[src/rtl/csr_regfile_if.sv]
// csr_regfile_if
//   Bundles every pipeline/write-back facing signal of the machine-mode CSR
//   register file. clk_i/rst_i stay as plain module ports.
//   master : pipeline / write-back side (drives requests, reads taps)
//   slave  : csr_regfile (drives read data and field taps)
//   Signals:
//     csr_ridx_i / csr_rdata_o / csr_ilegl_o      combinational read port
//     wb_csr_wen_i / wb_csr_idx_i / wb_csr_wdata_i generic CSR write
//     mcause_*, mtval_*, mepc_*                    trap-side writes
//     mstatus_mie_set_i / mstatus_mie_clear_i      trap entry / mret
//     ext_irq_i, tmr_irq_i, sft_irq_i              interrupt levels
//     instret_i                                    retire strobe
//     *_rdata_o taps                               fields used by write-back

`ifndef XLEN
`define XLEN 64
`endif

interface csr_regfile_if;
  logic [11:0]       csr_ridx_i;
  logic [`XLEN-1:0]  csr_rdata_o;
  logic              csr_ilegl_o;

  logic              wb_csr_wen_i;
  logic [11:0]       wb_csr_idx_i;
  logic [`XLEN-1:0]  wb_csr_wdata_i;

  logic              mcause_wen_i;
  logic [`XLEN-1:0]  mcause_wdata_i;
  logic              mtval_wen_i;
  logic [`XLEN-1:0]  mtval_wdata_i;
  logic              mepc_wen_i;
  logic [`XLEN-1:0]  mepc_wdata_i;

  logic              mstatus_mie_set_i;
  logic              mstatus_mie_clear_i;

  logic              ext_irq_i;
  logic              tmr_irq_i;
  logic              sft_irq_i;
  logic              instret_i;

  logic              mstatus_mie_rdata_o;
  logic              mie_meie_rdata_o;
  logic              mie_mtie_rdata_o;
  logic              mie_msie_rdata_o;
  logic              mip_meip_rdata_o;
  logic              mip_mtip_rdata_o;
  logic              mip_msip_rdata_o;
  logic [`XLEN-1:0]  mtvec_rdata_o;
  logic [`XLEN-1:0]  mepc_rdata_o;

  modport master (
    output csr_ridx_i,
    input  csr_rdata_o, csr_ilegl_o,
    output wb_csr_wen_i, wb_csr_idx_i, wb_csr_wdata_i,
    output mcause_wen_i, mcause_wdata_i, mtval_wen_i, mtval_wdata_i,
    output mepc_wen_i, mepc_wdata_i,
    output mstatus_mie_set_i, mstatus_mie_clear_i,
    output ext_irq_i, tmr_irq_i, sft_irq_i, instret_i,
    input  mstatus_mie_rdata_o,
    input  mie_meie_rdata_o, mie_mtie_rdata_o, mie_msie_rdata_o,
    input  mip_meip_rdata_o, mip_mtip_rdata_o, mip_msip_rdata_o,
    input  mtvec_rdata_o, mepc_rdata_o
  );

  modport slave (
    input  csr_ridx_i,
    output csr_rdata_o, csr_ilegl_o,
    input  wb_csr_wen_i, wb_csr_idx_i, wb_csr_wdata_i,
    input  mcause_wen_i, mcause_wdata_i, mtval_wen_i, mtval_wdata_i,
    input  mepc_wen_i, mepc_wdata_i,
    input  mstatus_mie_set_i, mstatus_mie_clear_i,
    input  ext_irq_i, tmr_irq_i, sft_irq_i, instret_i,
    output mstatus_mie_rdata_o,
    output mie_meie_rdata_o, mie_mtie_rdata_o, mie_msie_rdata_o,
    output mip_meip_rdata_o, mip_mtip_rdata_o, mip_msip_rdata_o,
    output mtvec_rdata_o, mepc_rdata_o
  );
endinterface

[src/rtl/csr_regfile.sv]
// csr_regfile
//   Machine-mode CSR register file: mstatus (MIE/MPIE), misa, mie, mtvec,
//   mscratch, mepc, mcause, mtval, mip, mhartid and optionally mcycle /
//   minstret. Combinational read port, generic write-back writes, trap-side
//   writes with higher priority, and field taps for trap decisions.
//   Ports:
//     clk_i  core clock
//     rst_i  synchronous active-high reset
//     bus    csr_regfile_if.slave (read port, write ports, irqs, taps)
//   Parameters:
//     RESET_MTVEC  mtvec after reset (bits [1:0] must be 0)
//     HART_ID      value returned by mhartid
//   Build option:
//     CSR_COUNTERS_EN  when defined, mcycle/minstret flops are built;
//                      otherwise 0xB00/0xB02 read 0 and drop writes.

`ifndef XLEN
`define XLEN 64
`endif

module csr_regfile #(
  parameter logic [`XLEN-1:0] RESET_MTVEC = 64'h0000_0000_8000_0000,
  parameter logic [`XLEN-1:0] HART_ID     = '0
) (
  input  logic           clk_i,
  input  logic           rst_i,
  csr_regfile_if.slave   bus
);

  localparam logic [11:0] ADDR_MSTATUS  = 12'h300;
  localparam logic [11:0] ADDR_MISA     = 12'h301;
  localparam logic [11:0] ADDR_MIE      = 12'h304;
  localparam logic [11:0] ADDR_MTVEC    = 12'h305;
  localparam logic [11:0] ADDR_MSCRATCH = 12'h340;
  localparam logic [11:0] ADDR_MEPC     = 12'h341;
  localparam logic [11:0] ADDR_MCAUSE   = 12'h342;
  localparam logic [11:0] ADDR_MTVAL    = 12'h343;
  localparam logic [11:0] ADDR_MIP      = 12'h344;
  localparam logic [11:0] ADDR_MCYCLE   = 12'hB00;
  localparam logic [11:0] ADDR_MINSTRET = 12'hB02;
  localparam logic [11:0] ADDR_MHARTID  = 12'hF14;

  // MXL = 2 (64-bit) in the top two bits, extension I at bit 8.
  localparam logic [`XLEN-1:0] MISA_VAL = 64'h8000_0000_0000_0100;

  logic             mstatus_mie;
  logic             mstatus_mpie;
  logic             mie_msie, mie_mtie, mie_meie;
  logic             mip_msip, mip_mtip, mip_meip;
  logic [`XLEN-1:0] mtvec;
  logic [`XLEN-1:0] mscratch;
  logic [`XLEN-1:0] mepc;
  logic [`XLEN-1:0] mcause;
  logic [`XLEN-1:0] mtval;
  logic [`XLEN-1:0] mcycle_val;
  logic [`XLEN-1:0] minstret_val;

  logic             gen_wen;
  logic [11:0]      gen_idx;
  logic [`XLEN-1:0] gen_wdata;

  assign gen_wen   = bus.wb_csr_wen_i;
  assign gen_idx   = bus.wb_csr_idx_i;
  assign gen_wdata = bus.wb_csr_wdata_i;

  // Within the non-reset branch, later assignments win, so statements are
  // ordered lowest priority first: generic write, then trap-side write.
  always_ff @(posedge clk_i) begin
    if (rst_i) begin
      mstatus_mie  <= 1'b0;
      mstatus_mpie <= 1'b0;
      mie_msie     <= 1'b0;
      mie_mtie     <= 1'b0;
      mie_meie     <= 1'b0;
      mip_msip     <= 1'b0;
      mip_mtip     <= 1'b0;
      mip_meip     <= 1'b0;
      mtvec        <= RESET_MTVEC;
      mscratch     <= '0;
      mepc         <= '0;
      mcause       <= '0;
      mtval        <= '0;
    end else begin
      mip_msip <= bus.sft_irq_i;
      mip_mtip <= bus.tmr_irq_i;
      mip_meip <= bus.ext_irq_i;

      if (gen_wen) begin
        case (gen_idx)
          ADDR_MSTATUS: begin
            mstatus_mie  <= gen_wdata[3];
            mstatus_mpie <= gen_wdata[7];
          end
          ADDR_MIE: begin
            mie_msie <= gen_wdata[3];
            mie_mtie <= gen_wdata[7];
            mie_meie <= gen_wdata[11];
          end
          ADDR_MTVEC:    mtvec    <= {gen_wdata[`XLEN-1:2], 2'b00};
          ADDR_MSCRATCH: mscratch <= gen_wdata;
          ADDR_MEPC:     mepc     <= {gen_wdata[`XLEN-1:2], 2'b00};
          ADDR_MCAUSE:   mcause   <= gen_wdata;
          ADDR_MTVAL:    mtval    <= gen_wdata;
          default: ;
        endcase
      end

      if (bus.mcause_wen_i) mcause <= bus.mcause_wdata_i;
      if (bus.mtval_wen_i)  mtval  <= bus.mtval_wdata_i;
      if (bus.mepc_wen_i)   mepc   <= {bus.mepc_wdata_i[`XLEN-1:2], 2'b00};

      // Trap entry beats mret when both fire together.
      if (bus.mstatus_mie_set_i) begin
        mstatus_mpie <= mstatus_mie;
        mstatus_mie  <= 1'b0;
      end else if (bus.mstatus_mie_clear_i) begin
        mstatus_mie  <= mstatus_mpie;
        mstatus_mpie <= 1'b1;
      end
    end
  end

`ifdef CSR_COUNTERS_EN
  // A generic write replaces that cycle's increment; wrap is natural.
  always_ff @(posedge clk_i) begin
    if (rst_i) begin
      mcycle_val   <= '0;
      minstret_val <= '0;
    end else begin
      if (gen_wen && gen_idx == ADDR_MCYCLE) mcycle_val <= gen_wdata;
      else                                   mcycle_val <= mcycle_val + 1'b1;

      if (gen_wen && gen_idx == ADDR_MINSTRET) minstret_val <= gen_wdata;
      else if (bus.instret_i)                  minstret_val <= minstret_val + 1'b1;
    end
  end
`else
  logic unused_instret;
  assign unused_instret = bus.instret_i;
  assign mcycle_val     = '0;
  assign minstret_val   = '0;
`endif

  always_comb begin
    bus.csr_rdata_o = '0;
    bus.csr_ilegl_o = 1'b0;
    case (bus.csr_ridx_i)
      ADDR_MSTATUS: begin
        bus.csr_rdata_o[3]     = mstatus_mie;
        bus.csr_rdata_o[7]     = mstatus_mpie;
        bus.csr_rdata_o[12:11] = 2'b11;
      end
      ADDR_MISA: bus.csr_rdata_o = MISA_VAL;
      ADDR_MIE: begin
        bus.csr_rdata_o[3]  = mie_msie;
        bus.csr_rdata_o[7]  = mie_mtie;
        bus.csr_rdata_o[11] = mie_meie;
      end
      ADDR_MTVEC:    bus.csr_rdata_o = mtvec;
      ADDR_MSCRATCH: bus.csr_rdata_o = mscratch;
      ADDR_MEPC:     bus.csr_rdata_o = mepc;
      ADDR_MCAUSE:   bus.csr_rdata_o = mcause;
      ADDR_MTVAL:    bus.csr_rdata_o = mtval;
      ADDR_MIP: begin
        bus.csr_rdata_o[3]  = mip_msip;
        bus.csr_rdata_o[7]  = mip_mtip;
        bus.csr_rdata_o[11] = mip_meip;
      end
      ADDR_MCYCLE:   bus.csr_rdata_o = mcycle_val;
      ADDR_MINSTRET: bus.csr_rdata_o = minstret_val;
      ADDR_MHARTID:  bus.csr_rdata_o = HART_ID;
      default:       bus.csr_ilegl_o = 1'b1;
    endcase
  end

  assign bus.mstatus_mie_rdata_o = mstatus_mie;
  assign bus.mie_meie_rdata_o    = mie_meie;
  assign bus.mie_mtie_rdata_o    = mie_mtie;
  assign bus.mie_msie_rdata_o    = mie_msie;
  assign bus.mip_meip_rdata_o    = mip_meip;
  assign bus.mip_mtip_rdata_o    = mip_mtip;
  assign bus.mip_msip_rdata_o    = mip_msip;
  assign bus.mtvec_rdata_o       = mtvec;
  assign bus.mepc_rdata_o        = mepc;

endmodule

[src/flat_wrapper.sv]
// flat-port wrapper written by rule: the top's interface ports become plain ports
module csr_regfile_flat 
#(
  parameter logic [`XLEN-1:0] RESET_MTVEC = 64'h0000_0000_8000_0000,
  parameter logic [`XLEN-1:0] HART_ID     = '0
)
  (clk_i, rst_i, bus_csr_ridx_i, bus_csr_rdata_o, bus_csr_ilegl_o, bus_wb_csr_wen_i, bus_wb_csr_idx_i, bus_wb_csr_wdata_i, bus_mcause_wen_i, bus_mcause_wdata_i, bus_mtval_wen_i, bus_mtval_wdata_i, bus_mepc_wen_i, bus_mepc_wdata_i, bus_mstatus_mie_set_i, bus_mstatus_mie_clear_i, bus_ext_irq_i, bus_tmr_irq_i, bus_sft_irq_i, bus_instret_i, bus_mstatus_mie_rdata_o, bus_mie_meie_rdata_o, bus_mie_mtie_rdata_o, bus_mie_msie_rdata_o, bus_mip_meip_rdata_o, bus_mip_mtip_rdata_o, bus_mip_msip_rdata_o, bus_mtvec_rdata_o, bus_mepc_rdata_o);
  csr_regfile_if bus_i ();
  input  logic clk_i;
  input  logic rst_i;
  input wire logic [$bits(bus_i.csr_ridx_i)-1:0] bus_csr_ridx_i;
  output wire logic [$bits(bus_i.csr_rdata_o)-1:0] bus_csr_rdata_o;
  output wire logic [$bits(bus_i.csr_ilegl_o)-1:0] bus_csr_ilegl_o;
  input wire logic [$bits(bus_i.wb_csr_wen_i)-1:0] bus_wb_csr_wen_i;
  input wire logic [$bits(bus_i.wb_csr_idx_i)-1:0] bus_wb_csr_idx_i;
  input wire logic [$bits(bus_i.wb_csr_wdata_i)-1:0] bus_wb_csr_wdata_i;
  input wire logic [$bits(bus_i.mcause_wen_i)-1:0] bus_mcause_wen_i;
  input wire logic [$bits(bus_i.mcause_wdata_i)-1:0] bus_mcause_wdata_i;
  input wire logic [$bits(bus_i.mtval_wen_i)-1:0] bus_mtval_wen_i;
  input wire logic [$bits(bus_i.mtval_wdata_i)-1:0] bus_mtval_wdata_i;
  input wire logic [$bits(bus_i.mepc_wen_i)-1:0] bus_mepc_wen_i;
  input wire logic [$bits(bus_i.mepc_wdata_i)-1:0] bus_mepc_wdata_i;
  input wire logic [$bits(bus_i.mstatus_mie_set_i)-1:0] bus_mstatus_mie_set_i;
  input wire logic [$bits(bus_i.mstatus_mie_clear_i)-1:0] bus_mstatus_mie_clear_i;
  input wire logic [$bits(bus_i.ext_irq_i)-1:0] bus_ext_irq_i;
  input wire logic [$bits(bus_i.tmr_irq_i)-1:0] bus_tmr_irq_i;
  input wire logic [$bits(bus_i.sft_irq_i)-1:0] bus_sft_irq_i;
  input wire logic [$bits(bus_i.instret_i)-1:0] bus_instret_i;
  output wire logic [$bits(bus_i.mstatus_mie_rdata_o)-1:0] bus_mstatus_mie_rdata_o;
  output wire logic [$bits(bus_i.mie_meie_rdata_o)-1:0] bus_mie_meie_rdata_o;
  output wire logic [$bits(bus_i.mie_mtie_rdata_o)-1:0] bus_mie_mtie_rdata_o;
  output wire logic [$bits(bus_i.mie_msie_rdata_o)-1:0] bus_mie_msie_rdata_o;
  output wire logic [$bits(bus_i.mip_meip_rdata_o)-1:0] bus_mip_meip_rdata_o;
  output wire logic [$bits(bus_i.mip_mtip_rdata_o)-1:0] bus_mip_mtip_rdata_o;
  output wire logic [$bits(bus_i.mip_msip_rdata_o)-1:0] bus_mip_msip_rdata_o;
  output wire logic [$bits(bus_i.mtvec_rdata_o)-1:0] bus_mtvec_rdata_o;
  output wire logic [$bits(bus_i.mepc_rdata_o)-1:0] bus_mepc_rdata_o;
  assign bus_i.csr_ridx_i = bus_csr_ridx_i;
  assign bus_csr_rdata_o = bus_i.csr_rdata_o;
  assign bus_csr_ilegl_o = bus_i.csr_ilegl_o;
  assign bus_i.wb_csr_wen_i = bus_wb_csr_wen_i;
  assign bus_i.wb_csr_idx_i = bus_wb_csr_idx_i;
  assign bus_i.wb_csr_wdata_i = bus_wb_csr_wdata_i;
  assign bus_i.mcause_wen_i = bus_mcause_wen_i;
  assign bus_i.mcause_wdata_i = bus_mcause_wdata_i;
  assign bus_i.mtval_wen_i = bus_mtval_wen_i;
  assign bus_i.mtval_wdata_i = bus_mtval_wdata_i;
  assign bus_i.mepc_wen_i = bus_mepc_wen_i;
  assign bus_i.mepc_wdata_i = bus_mepc_wdata_i;
  assign bus_i.mstatus_mie_set_i = bus_mstatus_mie_set_i;
  assign bus_i.mstatus_mie_clear_i = bus_mstatus_mie_clear_i;
  assign bus_i.ext_irq_i = bus_ext_irq_i;
  assign bus_i.tmr_irq_i = bus_tmr_irq_i;
  assign bus_i.sft_irq_i = bus_sft_irq_i;
  assign bus_i.instret_i = bus_instret_i;
  assign bus_mstatus_mie_rdata_o = bus_i.mstatus_mie_rdata_o;
  assign bus_mie_meie_rdata_o = bus_i.mie_meie_rdata_o;
  assign bus_mie_mtie_rdata_o = bus_i.mie_mtie_rdata_o;
  assign bus_mie_msie_rdata_o = bus_i.mie_msie_rdata_o;
  assign bus_mip_meip_rdata_o = bus_i.mip_meip_rdata_o;
  assign bus_mip_mtip_rdata_o = bus_i.mip_mtip_rdata_o;
  assign bus_mip_msip_rdata_o = bus_i.mip_msip_rdata_o;
  assign bus_mtvec_rdata_o = bus_i.mtvec_rdata_o;
  assign bus_mepc_rdata_o = bus_i.mepc_rdata_o;
  csr_regfile #(.RESET_MTVEC(RESET_MTVEC), .HART_ID(HART_ID)) u_core (.clk_i(clk_i), .rst_i(rst_i), .bus(bus_i));
endmodule
[config.mk]
export PLATFORM = sky130hd
export DESIGN_NAME = csr_regfile_flat
export DESIGN_NICKNAME = d
export VERILOG_FILES = /design/src/rtl/csr_regfile_if.sv /design/src/rtl/csr_regfile.sv /design/src/flat_wrapper.sv
export SDC_FILE = /design/constraint.sdc
export NUM_CORES = 1
export LEC_CHECK = 0
export ABC_AREA = 1
export CORE_AREA = 2 2 193 195
export CTS_CLUSTER_SIZE = 20
export DETAILED_ROUTE_END_ITERATION = 16
export DIE_AREA = 0 0 195 197
export PLACE_DENSITY = 0.79
export SLEW_MARGIN = 20
export SYNTH_ARGS = -nofsm -noshare
export SYNTH_HDL_FRONTEND = slang
export SYNTH_SLANG_ARGS = --single-unit
export TNS_END_PERCENT = 1
[constraint.sdc]
create_clock -name clk_i -period 2.65 [get_ports clk_i]
set_input_delay 0.53 -clock clk_i [delete_from_list [all_inputs] [get_ports clk_i]]
set_output_delay 0.53 -clock clk_i [all_outputs]
set_load 0.005 [all_outputs]
==> run_results.csv, run 1 <==
group,metric,value,unit
clocking,cts.clk_slew.worst_paths,0.06,ns
timing,clock_skew,0.0001251,ns
logic_synthesis,ys.warnings.count,0,
floorplan,die_y,197,um
global_routing,first_global_vias,20000,
clocking,clk_latency,0.52,ns
worst_hold_path,hold_path_startpoint,"rst_i",
worst_setup_path,start_kind,"input pin",
timing,layout_setup_ws,0.04903,ns
placement,portBuffers,484,
clocking,cts.path.max_buffers,3,
worst_setup_path,critPathKind,"in2out",
global_routing,grt_max_degree,150,
timing,tightest_slew,0.8513,ns
logic_synthesis,ys_ff_latch,324,
placement,place_area,0.02259,mm^2
power_and_ir_drop,p_per_area,485.3,mW/mm^2
worst_setup_path,path_delay_family,"buffers and inverters",
finish,area_delta_synth_final,43.81,%
clocking,numCtsBuffers,37,
drt,wl_per_cell,20.96,um
worst_setup_path,ff2ff_setup_slack,1.86,ns
placement,dp_hpwl,49560,um
worst_setup_path,max_stage_delay,0.17,ns
drt,dr.pass1.iters,6,
timing,rsz0062_at_grt,"yes",
timing,period_share,0.9815,
global_routing,antenna_found_initial,16,
logic_synthesis,synth.distinct_cells,24,
clocking,cts_max_level,2,
floorplan,core,0.03626,mm^2
floorplan,start_util,0.4679,
drt,drtIter0Drc,2373,
worst_setup_path,path_cells,"clkdlybuf4s15_1, inv_2, nand2_4, nor2_4, inv_2, nor2_4, buf_12, buf_16, buf_12, buf_4, nand2_1, nand2_1, inv_1, nand2_1, buf_2",
logic_synthesis,syn-cell-area,0.01697,mm^2
finish,final_core_util,0.6729,
logic_synthesis,avgSynthCellArea,6.256,um^2
placement,dp.cells,3553,
worst_setup_path,cp.depth,15,
outcome,status,"complete, no violations",
worst_setup_path,crit_path_max_fanout,9,
worst_setup_path,worst_path_max_delay_cell,"clkdlybuf4s15_1",
worst_setup_path,required,2.12,ns
clocking,holdBufCountCts,0,
floorplan,num_rows,70,
logic_synthesis,ys_seq_area_frac,0.3823,
drt,ant_nets,0,
timing,slew_violations,0,
finish,fin_area,0.02440,mm^2
finish,drive_above_1_share,0.1119,
timing,max_freq,384.5,MHz
timing,setup_viol,0,
drt,vias,21030,
placement,post-place-ws,-0.5783,ns
finish,final_cells,3680,
worst_setup_path,cp-end-kind,"output port",
timing,relSlewSlack,0.4324,
timing,final-hold-violation-count,0,
global_routing,gr-usage-all-layers,0.3860,
worst_setup_path,cp_common_cell,"nand2_1",
clocking,cts.sinks,324,
floorplan,ios,492,
power_and_ir_drop,power.static_leakage,10.45,nW
timing,period_needed,2.601,ns
finish,fillers,3224,
floorplan,die-width,195,um
drt,drc,0,
worst_hold_path,hold_class,"in2reg",
placement,gp_congestion,0.9616,
global_routing,grt_pass1_wl,115300,um
logic_synthesis,synth_cells,2712,
drt,avgViaCountPerCell,5.715,
worst_setup_path,endpoint,"bus_csr_rdata_o[30]",
power_and_ir_drop,peakVddDrop,0.3594,mV
timing,tns,0,ns
worst_setup_path,r2r-end,"u_core.mstatus_mpie",
job,drv_cap,0,
worst_setup_path,arrival,2.07,ns
worst_setup_path,ff2ff_path_depth,4,
floorplan,dieArea,0.03842,mm^2
global_routing,grt_remaining_overflow,0,
clocking,ctsRootBufferMaster,"clkbuf_16",
worst_setup_path,rr_startpoint,"u_core.bus.mstatus_mie_rdata_o",
clocking,cts_tree,"yes",
worst_setup_path,crit_path_start,"bus_csr_ridx_i[3]",
drt,wl,77150,um
finish,nets,3467,
worst_setup_path,path_buf_inv,9,
## layout make-up
class                           count  area, um^2  area share
Inverter                          260       980.9     0.04020
Tap cell                          468       585.6     0.02400
Multi-Input combinational cell   1927        8727      0.3577
Timing Repair Buffer              625        6401      0.2623
Clock buffer                       51        1091     0.04472
Sequential cell                   324        6486      0.2658
Antenna cell                       12       30.03    0.001231
Clock inverter                     13       97.59    0.004000
## state kept, by name, summed over array words and instances, names as in the netlist, 62 cells and up
| signal | flops |
|---|---|
| u_core.mscratch | 64 |
| u_core.mtval | 64 |
| u_core.bus.mepc_rdata_o | 62 |
| u_core.mcause | 64 |
| u_core.bus.mtvec_rdata_o | 62 |
## per-stage QoR
stage / total power, mW / hold WS, ns
6_report: 11.84 / 0.4055
5_1_grt: 12.19 / 0.4180
4_1_cts: 11.80 / 0.3966
3_5_place_dp: 6.822 / 0.4374
3_3_place_gp: 6.796 / 0.4339
2_1_floorplan: 5.900 / 0.4237
## synth_stat cells (all sizes together)
library cell | count | area [um^2]
a21oi | 255 | 1276
nor2 | 281 | 1142
buf | 126 | 717.0
o211ai | 2 | 15.01
o21ai | 355 | 1777
clkbuf | 78 | 292.8
dfxtp | 324 | 6486
inv | 260 | 975.9
nand2 | 733 | 2781
nand3 | 288 | 1446
nand4 | 4 | 25.02
conb | 1 | 3.750
nor3b | 1 | 7.510
nor3 | 4 | 20.02
## metal layers
layer	up-vias	routed length, um	global-route usage
li1	9609	-	-
met1	9668	29030	0.4846
met2	1454	35160	0.6228
met3	294	8793	0.08196
met4	6	4114	0.2078
met5	-	45	0
## how the worst min path moves through the flow
stage / endpoint / slack (ns) / depth (start not counted)
CTS: u_core.bus.mepc_rdata_o[29] / 0.40 / 2
floorplan: u_core.mscratch[12] / 0.42 / 2
global route: u_core.mcause[28] / 0.42 / 2
finish: u_core.mcause[28] / 0.41 / 2
global placement: u_core.mscratch[12] / 0.43 / 2
detailed placement: u_core.mscratch[18] / 0.44 / 2
## worst register-to-register path: stages (launching register included)
cell	delay, ns
dfxtp_1	0.41
inv_1	0.07
a21oi_1	0.15
nand2_1	0.07
inv_1	0.04
## power by group
group	switching [mW]	internal [mW]
Sequential	0.119	5.05
Combinational	0.856	0.759
Clock	2.09	2.97
Total	3.06	8.78
## cells by family (layout without fill, tap and decap cells)
family                 count (synthesis)  after routing  share of synthesized area
AO/OA/AOI/OAI                        612            612                     0.1808
AND/OR/NAND/NOR                     1311           1311                     0.3196
other                                  1             16                  0.0002210
buffers and inverters                464            949                     0.1170
flip-flops                           324            324                     0.3823
## cell usage in the layout (no fill, tap or decap), drive strengths merged
cell type	n
clkdlybuf4s15	13
a21oi	255
diode	12
nor2	281
o21ai	355
nand2	733
clkbuf	66
conb	4
buf	191
clkdlybuf4s50	403
o211ai	2
dfxtp	324
nand4	4
nand3	288
clkinv	12
bufinv	1
inv	260
nor3	4
nor3b	1
dlygate4sd2	3
## repair_timing
item,CTS,global route
gates cloned,9,1
buffers inserted,39,5
endpoints found under the hold margin,0,0
pin swaps,29,18
gates resized for setup,315,50
endpoints found under the setup margin,65,64
(Power assumes the default switching activity.)
==> inputs of run 2 (changes only) <==
--- a/config.mk
+++ b/config.mk
@@ -6,11 +6,12 @@
 export NUM_CORES = 1
 export LEC_CHECK = 0
 export ABC_AREA = 1
-export CORE_AREA = 2 2 193 195
+export CORE_AREA = 2 2 190 192
 export CTS_CLUSTER_SIZE = 20
 export DETAILED_ROUTE_END_ITERATION = 16
-export DIE_AREA = 0 0 195 197
-export PLACE_DENSITY = 0.79
+export DIE_AREA = 0 0 192 194
+export PLACE_DENSITY = 0.81
+export REMOVE_ABC_BUFFERS = 1
 export SLEW_MARGIN = 20
 export SYNTH_ARGS = -nofsm -noshare
 export SYNTH_HDL_FRONTEND = slang
==> run_results.csv, run 2 (synthesis results as in run 1) <==
group,metric,value,unit
drt,wl,75730,um
drt,ant_nets,0,
power_and_ir_drop,p_per_area,483.7,mW/mm^2
placement,dp.cells,3542,
worst_setup_path,path_cells,"buf_2, nor2_4, nand2_4, buf_6, nor2_4, buf_12, buf_12, buf_4, nand3_1, o21ai_0, inv_1, nand2_2, clkdlybuf4s15_2",
drt,vias,21200,
floorplan,start_util,0.4817,
clocking,cts.path.max_buffers,3,
timing,max_freq,372.1,MHz
timing,tightest_slew,0.8633,ns
clocking,cts.sinks,324,
floorplan,die-width,192,um
timing,clock_skew,0.0005502,ns
finish,drive_above_1_share,0.1217,
floorplan,num_rows,69,
worst_setup_path,path_buf_inv,7,
global_routing,gr-usage-all-layers,0.3912,
placement,place_area,0.02245,mm^2
worst_setup_path,worst_path_max_delay_cell,"clkdlybuf4s15_2",
timing,period_share,1.014,
timing,layout_setup_ws,-0.03745,ns
timing,holdWs,0.4500,ns
global_routing,grt_max_degree,112,
timing,rsz0062_at_grt,"yes",
worst_setup_path,required,2.12,ns
global_routing,grt_remaining_overflow,0,
worst_hold_path,hold_class,"reg2reg",
clocking,holdBufCountCts,0,
placement,gp_congestion,0.9536,
outcome,status,"complete, but fails checks",
finish,layout_commonest_cell,"nand2_1",
timing,relSlewSlack,0.4184,
clocking,ctsRootBufferMaster,"clkbuf_16",
drt,wl_per_cell,20.48,um
power_and_ir_drop,peakVddDrop,0.3723,mV
global_routing,antenna_found_initial,7,
clocking,cts_max_level,2,
job,drv_cap,0,
clocking,cts.clk_slew.worst_paths,0.06,ns
finish,area_delta_synth_final,45.49,%
timing,setup_viol,2,
drt,dr.pass1.iters,6,
placement,portBuffers,484,
clocking,numCtsBuffers,37,
outcome,violations,"negative setup slack",
floorplan,die_y,194,um
finish,top_regs,"u_core.mcause x64, u_core.mscratch x64, u_core.mtval x64",
timing,period_needed,2.687,ns
worst_setup_path,cp-end-kind,"output port",
power_and_ir_drop,p_total,11.94,mW
clocking,cts_tree,"yes",
global_routing,grt_pass1_wl,113900,um
timing,final-hold-violation-count,0,
finish,fillers,2855,
timing,slew_violations,0,
worst_setup_path,arrival,2.16,ns
drt,drtIter0Drc,2372,
worst_setup_path,critPathKind,"in2out",
floorplan,ios,492,
worst_setup_path,crit_path_max_fanout,6,
worst_setup_path,start_kind,"input pin",
global_routing,first_global_vias,20650,
worst_setup_path,max_stage_delay,0.22,ns
drt,drc,0,
worst_setup_path,path_delay_family,"buffers and inverters",
finish,final_cell_mix,"nand2_1, clkdlybuf4s50_1, dfxtp_1, o21ai_0, nand3_1",
finish,final_cells,3697,
placement,dp_hpwl,47240,um
clocking,clk_latency,0.51,ns
drt,avgViaCountPerCell,5.735,
finish,fin_area,0.02468,mm^2
power_and_ir_drop,power.static_leakage,10.61,nW
finish,nets,3494,
floorplan,core,0.03522,mm^2
floorplan,dieArea,0.03725,mm^2
==> run 2: final cells by class <==
class | count | area, um^2 | area share
Clock buffer | 52 | 1082 | 0.04384
Inverter | 260 | 980.9 | 0.03974
Antenna cell | 7 | 17.52 | 0.0007096
Clock inverter | 14 | 133.9 | 0.005423
Timing Repair Buffer | 652 | 6689 | 0.2710
Multi-Input combinational cell | 1927 | 8718 | 0.3532
Sequential cell | 324 | 6486 | 0.2628
Tap cell | 461 | 576.8 | 0.02337
==> run 2: per-layer routing <==
layer  global-route usage  vias to the layer above  wire length [um]  part of all wire
met5                    0                        -                 0                 0
met4               0.2748                        0              5955             0.079
met3              0.08796                      394              9225              0.12
met2               0.6334                     1597             34490              0.46
met1               0.4560                     9558             26060              0.34
li1                     -                     9654                 -                 -
==> run 2: path summary, 6_finish.rpt <==
check,start,end,slack [ns],cells after the start
setup / recovery,bus_csr_ridx_i[10],bus_csr_rdata_o[13],-0.04,13
hold / removal,u_core.mscratch[19],u_core.mscratch[19],0.45,2
setup reg to reg,u_core.bus.mepc_rdata_o[13],u_core.bus.mepc_rdata_o[13],1.83,2
hold reg to reg,u_core.mscratch[19],u_core.mscratch[19],0.45,2
==> run 2: worst min-delay path, cell delays in order (launching register included) <==
cell and delay [ns]:
dfxtp_1 0.30, inv_1 0.05, a21oi_1 0.05
==> run 2: where the power goes <==
group	switching [mW]	total [mW]	internal, mW
registers	0.119	5.17	5.05
clock network	2.10	5.16	3.05
logic	0.855	1.62	0.766
total	3.08	11.9	8.86
==> run 2: stage by stage <==
stage / utilization / setup TNS [ns] / setup WS [ns]
floorplan: - / -187.57 / -1.123
global placement: 0.6374 / -33.04 / -0.5961
detailed placement: 0.6374 / -33.80 / -0.6073
CTS: 0.7028 / -0.007058 / -0.007058
global route: 0.7008 / -0.2254 / -0.07066
finish: 0.7008 / -0.05138 / -0.03745
==> run 2: what timing repair did <==
action                     in CTS  in global routing
setup endpoints to repair      65                 65
setup buffers                  63                  7
resized for setup             329                 59
cloned                         15                  0
pin swaps                      44                 21
